--- src/rtl/ddr_tx_gearbox.sv ---
// ddr_tx_gearbox: buffers full-width words in a small FIFO and emits them
// as two half-words on consecutive clocks for a dual-edge output register.
// data_o/en_o come straight from flops; data_ready_o depends only on the
// registered count and rst_i.
module ddr_tx_gearbox #(
  parameter int WIDTH     = 8,
  parameter int DEPTH     = 4,
  parameter int LSB_FIRST = 1
) (
  input  logic                       clk_i,
  input  logic                       rst_i,
  input  logic [2*WIDTH-1:0]         data_i,
  input  logic                       data_valid_i,
  output logic                       data_ready_o,
  output logic [WIDTH-1:0]           data_o,
  output logic                       en_o,
  output logic [$clog2(DEPTH+1)-1:0] count_o
);

  localparam int PW = $clog2(DEPTH);
  localparam int CW = $clog2(DEPTH+1);
  localparam logic [CW-1:0] FULL_CNT = CW'(DEPTH);

  typedef enum logic {IDLE, SECOND} state_e;

  state_e               state_q, state_d;
  logic [PW-1:0]        wr_ptr_q, wr_ptr_d;
  logic [PW-1:0]        rd_ptr_q, rd_ptr_d;
  logic [CW-1:0]        count_q, count_d;
  logic [2*WIDTH-1:0]   word_q, word_d;
  logic [WIDTH-1:0]     data_q, data_d;
  logic                 en_q, en_d;
  logic [2*WIDTH-1:0]   mem_q [DEPTH];
  logic                 push, pop;

  // Half selection follows the configured emission order.
  function automatic logic [WIDTH-1:0] first_half(input logic [2*WIDTH-1:0] w);
    return (LSB_FIRST != 0) ? w[WIDTH-1:0] : w[2*WIDTH-1:WIDTH];
  endfunction

  function automatic logic [WIDTH-1:0] second_half(input logic [2*WIDTH-1:0] w);
    return (LSB_FIRST != 0) ? w[2*WIDTH-1:WIDTH] : w[WIDTH-1:0];
  endfunction

  // Ready is held low during reset and while full, even if a pop is due.
  assign data_ready_o = !rst_i && (count_q != FULL_CNT);
  assign data_o       = data_q;
  assign en_o         = en_q;
  assign count_o      = count_q;

  // Handshake, pop decision, output FSM and FIFO bookkeeping.
  always_comb begin
    // NOTE: every signal gets a default first so no path leaves it unassigned
    // and no latch is inferred.
    state_d  = state_q;
    wr_ptr_d = wr_ptr_q;
    rd_ptr_d = rd_ptr_q;
    count_d  = count_q;
    word_d   = word_q;
    data_d   = data_q;
    en_d     = 1'b0;

    push = data_valid_i && data_ready_o;
    pop  = (state_q == IDLE) && (count_q != '0);

    unique case (state_q)
      IDLE: begin
        if (pop) begin
          word_d   = mem_q[rd_ptr_q];
          data_d   = first_half(mem_q[rd_ptr_q]);
          en_d     = 1'b1;
          rd_ptr_d = rd_ptr_q + PW'(1);
          state_d  = SECOND;
        end
      end
      SECOND: begin
        data_d  = second_half(word_q);
        en_d    = 1'b1;
        state_d = IDLE;
      end
      default: state_d = IDLE;
    endcase

    if (push) wr_ptr_d = wr_ptr_q + PW'(1);

    if (push && !pop)      count_d = count_q + CW'(1);
    else if (pop && !push) count_d = count_q - CW'(1);
  end

  // Control and output registers with synchronous reset.
  always_ff @(posedge clk_i) begin
    // NOTE: sequential state uses non-blocking assignments so every flop
    // samples the pre-edge values regardless of statement order.
    if (rst_i) begin
      state_q  <= IDLE;
      wr_ptr_q <= '0;
      rd_ptr_q <= '0;
      count_q  <= '0;
      word_q   <= '0;
      data_q   <= '0;
      en_q     <= 1'b0;
    end else begin
      state_q  <= state_d;
      wr_ptr_q <= wr_ptr_d;
      rd_ptr_q <= rd_ptr_d;
      count_q  <= count_d;
      word_q   <= word_d;
      data_q   <= data_d;
      en_q     <= en_d;
    end
  end

  // FIFO storage written on each accepted word.
  always_ff @(posedge clk_i) begin
    // NOTE: storage is not reset; count_q gates every read, so stale entries
    // are never observed and the array can map onto plain RAM/regfile cells.
    if (push) mem_q[wr_ptr_q] <= data_i;
  end

endmodule

--- config.mk ---
export PLATFORM = sky130hd
export DESIGN_NAME = ddr_tx_gearbox
export DESIGN_NICKNAME = d
export VERILOG_FILES = /design/src/rtl/ddr_tx_gearbox.sv
export SDC_FILE = /design/constraint.sdc
export NUM_CORES = 1
export LEC_CHECK = 0
export BUFFER_PORTS_ARGS = -buffer_cell sky130_fd_sc_hd__buf_2
export CAP_MARGIN = 20
export CORE_MARGIN = 2
export CORE_UTILIZATION = 30
export DETAILED_ROUTE_END_ITERATION = 10
export PLACE_DENSITY = 0.42
export SYNTH_ARGS = -nofsm -noshare
export SYNTH_HDL_FRONTEND = slang
export SYNTH_SLANG_ARGS = --single-unit
--- constraint.sdc ---
create_clock -name clk_i -period 3.7 [get_ports clk_i]
set_input_delay 0.74 -clock clk_i [delete_from_list [all_inputs] [get_ports clk_i]]
set_output_delay 0.74 -clock clk_i [all_outputs]
set_load 0.03 [all_outputs]
==> summary.md <==
| Metric | Value |
|---|---|
| Status | `completed` |
| Num rows | `39` |
| Avg Cell Area, Syn | `16.7 sq um` |
| DP Area | `3810 sq um` |
| Synth top area cells | `edfxtp_1, dfxtp_1, mux4_2` |
| Setup TNS | `0 ps` |
| Max Cap Viol | `0` |
| Non-Filler Instances | `393` |
| DR iter-0 viols | `83` |
| Worst-Skew Late Latency | `330 ps` |
| WL per Instance | `17.2 um` |
| Largest net degree at the start of global routing | `29` |
| Placed insts | `377` |
| First-pass GRT wire length | `10.7 mm` |
| Residual DRC | `0` |
| Critical path startpoint | `count_o[2]` |
| Number of global-route vias before repair | `1858` |
| Cell variety after synth | `29` |
| Filler cell count | `1111` |
| Worst Path Required | `3960 ps` |
| Cts hold-fix bufs | `0` |
| Critical Path Source Type | `flip-flop` |
| Post-CTS Setup Inserts | `0` |
| Clk sinks | `91` |
| DRT Pass-1 Iters | `4` |
| Ant diodes | `0` |
| Power Density | `753 nW/um^2` |
| Synth Warn # | `0` |
| Seq/Total Area, Yosys | `70.1%` |
| CTS tree | `done` |
| Tcrit/Tclk final | `71.9%` |
| Total gr overflow | `0` |
| Nets | `270` |
| Net Sw Frac | `31.7%` |
| F_max | `0.376 GHz` |
| Sequential Power Share | `45.7%` |
| Final Core Density | `35.9%` |
| Post-synth EDFFs | `64` |
| Dominant cell type by area after synthesis | `edfxtp_1` |
| Global Route Usage Sum | `11.5%` |
| Routability Congestion | `0.705` |
| Clock Pin Slew Worst Setup and Hold Paths | `60 ps` |
| Worst IR drop on VDD | `0.323 mV` |
| Worst-Margin Slew | `873 ps` |
| Synth Area in XOR/XNOR | `0.499%` |
| Most common cell in the netlist | `edfxtp_1` |
| Share of layout cells above drive strength 1 | `26.4%` |
| FFs w/ async S/R, synth | `0%` |
| Synthesized area | `3510 sq um` |
| Post-DP HPWL | `4.21 mm` |
| Starting Density | `30.8%` |
| Post-CTS resize count | `0` |
| Int Pwr | `2.11 mW` |
| Synth Instances | `210` |
| Primary FF master, synth | `edfxtp_1` |
| Synth Area in Adders | `2.35%` |
| Slack of the critical path | `1040 ps` |
| RSZ-0062 raised after global routing | `no` |
| Root buf cell | `clkbuf_16` |
| HP Start | `rd_ptr_q[1]` |
| CP arrival | `2930 ps` |
| Place WS | `937 ps` |
| Port Buffers | `31` |
| Setup Crit Path Kind | `reg -> reg` |
| Area grow syn2layout | `16.7%` |
| Post-synth top cells | `edfxtp_1, dfxtp_1, nor2_1, a21oi_1, inv_1` |
| Hold slack | `478 ps` |
| CP Max Fanout | `10` |
| Yosys reg bits | `91` |
| Main combinational cell family by area after synthesis | `multiplexers` |
| CTS H-Tree Depth | `3` |
| Worst Hold Depth | `2` |
| Core footprint | `11400 sq um` |
| Slew Viols, Final | `0` |
| Clock Path Buffers | `2` |
| Logic pwr share | `25.3%` |
| Chip Width | `112 um` |
| Post-route cell area | `4100 sq um` |
| Top-area cell type share of the netlist area | `54.7%` |
| Clock network power share | `28.9%` |
| Synth Area in Simple Gates | `4.74%` |
| Slew margin rel. | `41.7%` |
| DIE AREA | `12600 sq um` |
| Initial antenna violation count | `0` |
| Net Sw Power | `0.979 mW` |
| Critical R2R Launch | `count_o[2]` |
| IO Pins | `32` |
| R2R cell count | `8` |
| Num CTS Buffers | `9` |
| Final setup violation count | `0` |
| Final hold vios | `0` |
| Worst Hold Class | `reg -> reg` |
| Vias | `1801` |
| Min Tclk post-route | `2660 ps` |
| Die height | `112 um` |
| Clock Skews | `6.36 ps` |
| Antenna viol nets, final | `0` |
| Kind of end point of the critical path | `flip-flop` |
| Via density | `4.58` |
| Design Power | `3.09 mW` |
| Static Leak | `1.44 nW` |
| Multiplexer area fraction after synthesis | `11.8%` |
| Compound-gate portion of the synthesized area | `6.91%` |
| DRT Wirelength | `6.74 mm` |
| Syn_nets | `235` |
-- placed cells by master, fill, tap and decap left out, types with 2 or more instances in the layout --
master      Yosys  layout
edfxtp_1       64      64
buf_2           4      31
dfxtp_1        27      27
nor2_1         14      14
inv_1          13      13
a21oi_1        13      13
mux4_2         10      10
clkbuf_16       0       9
a22o_1          8       8
nand2_1         8       8
a221oi_1        8       8
mux4_1          6       6
ha_1            5       5
buf_4           1       5
and2_1          4       4
or3_1           3       3
clkinv_2        0       3
nand2b_1        2       2
mux2i_1         2       2
nor3_2          2       2
o21ai_0         2       2
xor2_1          2       2
clkinvlp_4      0       2
-- power by group through the flow --
stage / Combinational, mW / Clock (mW) / Sequential, mW
2_1_floorplan: 0.553 / 0 / 1.48
3_3_place_gp: 0.796 / 0 / 1.44
3_5_place_dp: 0.801 / 0 / 1.44
4_1_cts: 0.804 / 0.920 / 1.42
5_1_grt: 0.879 / 0.968 / 1.45
6_report: 0.782 / 0.893 / 1.41
-- metal layers --
layer  share of wire, %  GRT usage [%]
met5                  0              0
met4                1.7           5.61
met3                3.2           2.92
met2                 50           18.3
met1                 45           14.8
-- registers in the layout, summed over array words and instances (netlist names), named ones only --
| signal | cells |
|---|---|
| data_o | 8 |
| count_o | 3 |
| wr_ptr_q | 2 |
| en_o | 1 |
| mem_q | 64 |
| word_q | 8 |
| state_q | 1 |
| rd_ptr_q | 2 |
-- cell type report --
class	instances	area, sq um	area share (%)
flip-flops and latches	91	2460	60.1
multi-input cells	94	923	22.5
clock buffers	9	225	5.49
repair buffers	36	193	4.70
well taps	143	179	4.36
clock inverters	7	68.8	1.68
inverters	13	48.8	1.19
-- worst max-delay path: stages, from the launching register on --
cell,delay (ps)
dfxtp_1,380
or3_1,570
nand2b_1,370
ha_1,250
inv_1,60
fa_1,370
xor2_1,150
or3_1,300
a21oi_1,140
-- worst paths after layout --
check          endpoint  slack, ps
max          count_o[2]       1040
min           flip-flop        480
max reg2reg  count_o[2]       1040
min reg2reg   flip-flop        480
-- cells by family (layout without fill, tap and decap cells) --
kind of cell / Yosys count / in the layout
muxes: 19 / 19
DFF: 91 / 91
xor gates and xnor gates: 2 / 2
AOI/OAI and AO/OA: 33 / 33
and+or+nand+nor: 34 / 34
adders and majority gates: 6 / 6
buffers and inverters: 25 / 65
No activity file was read; power rests on OpenSTA's default activity.
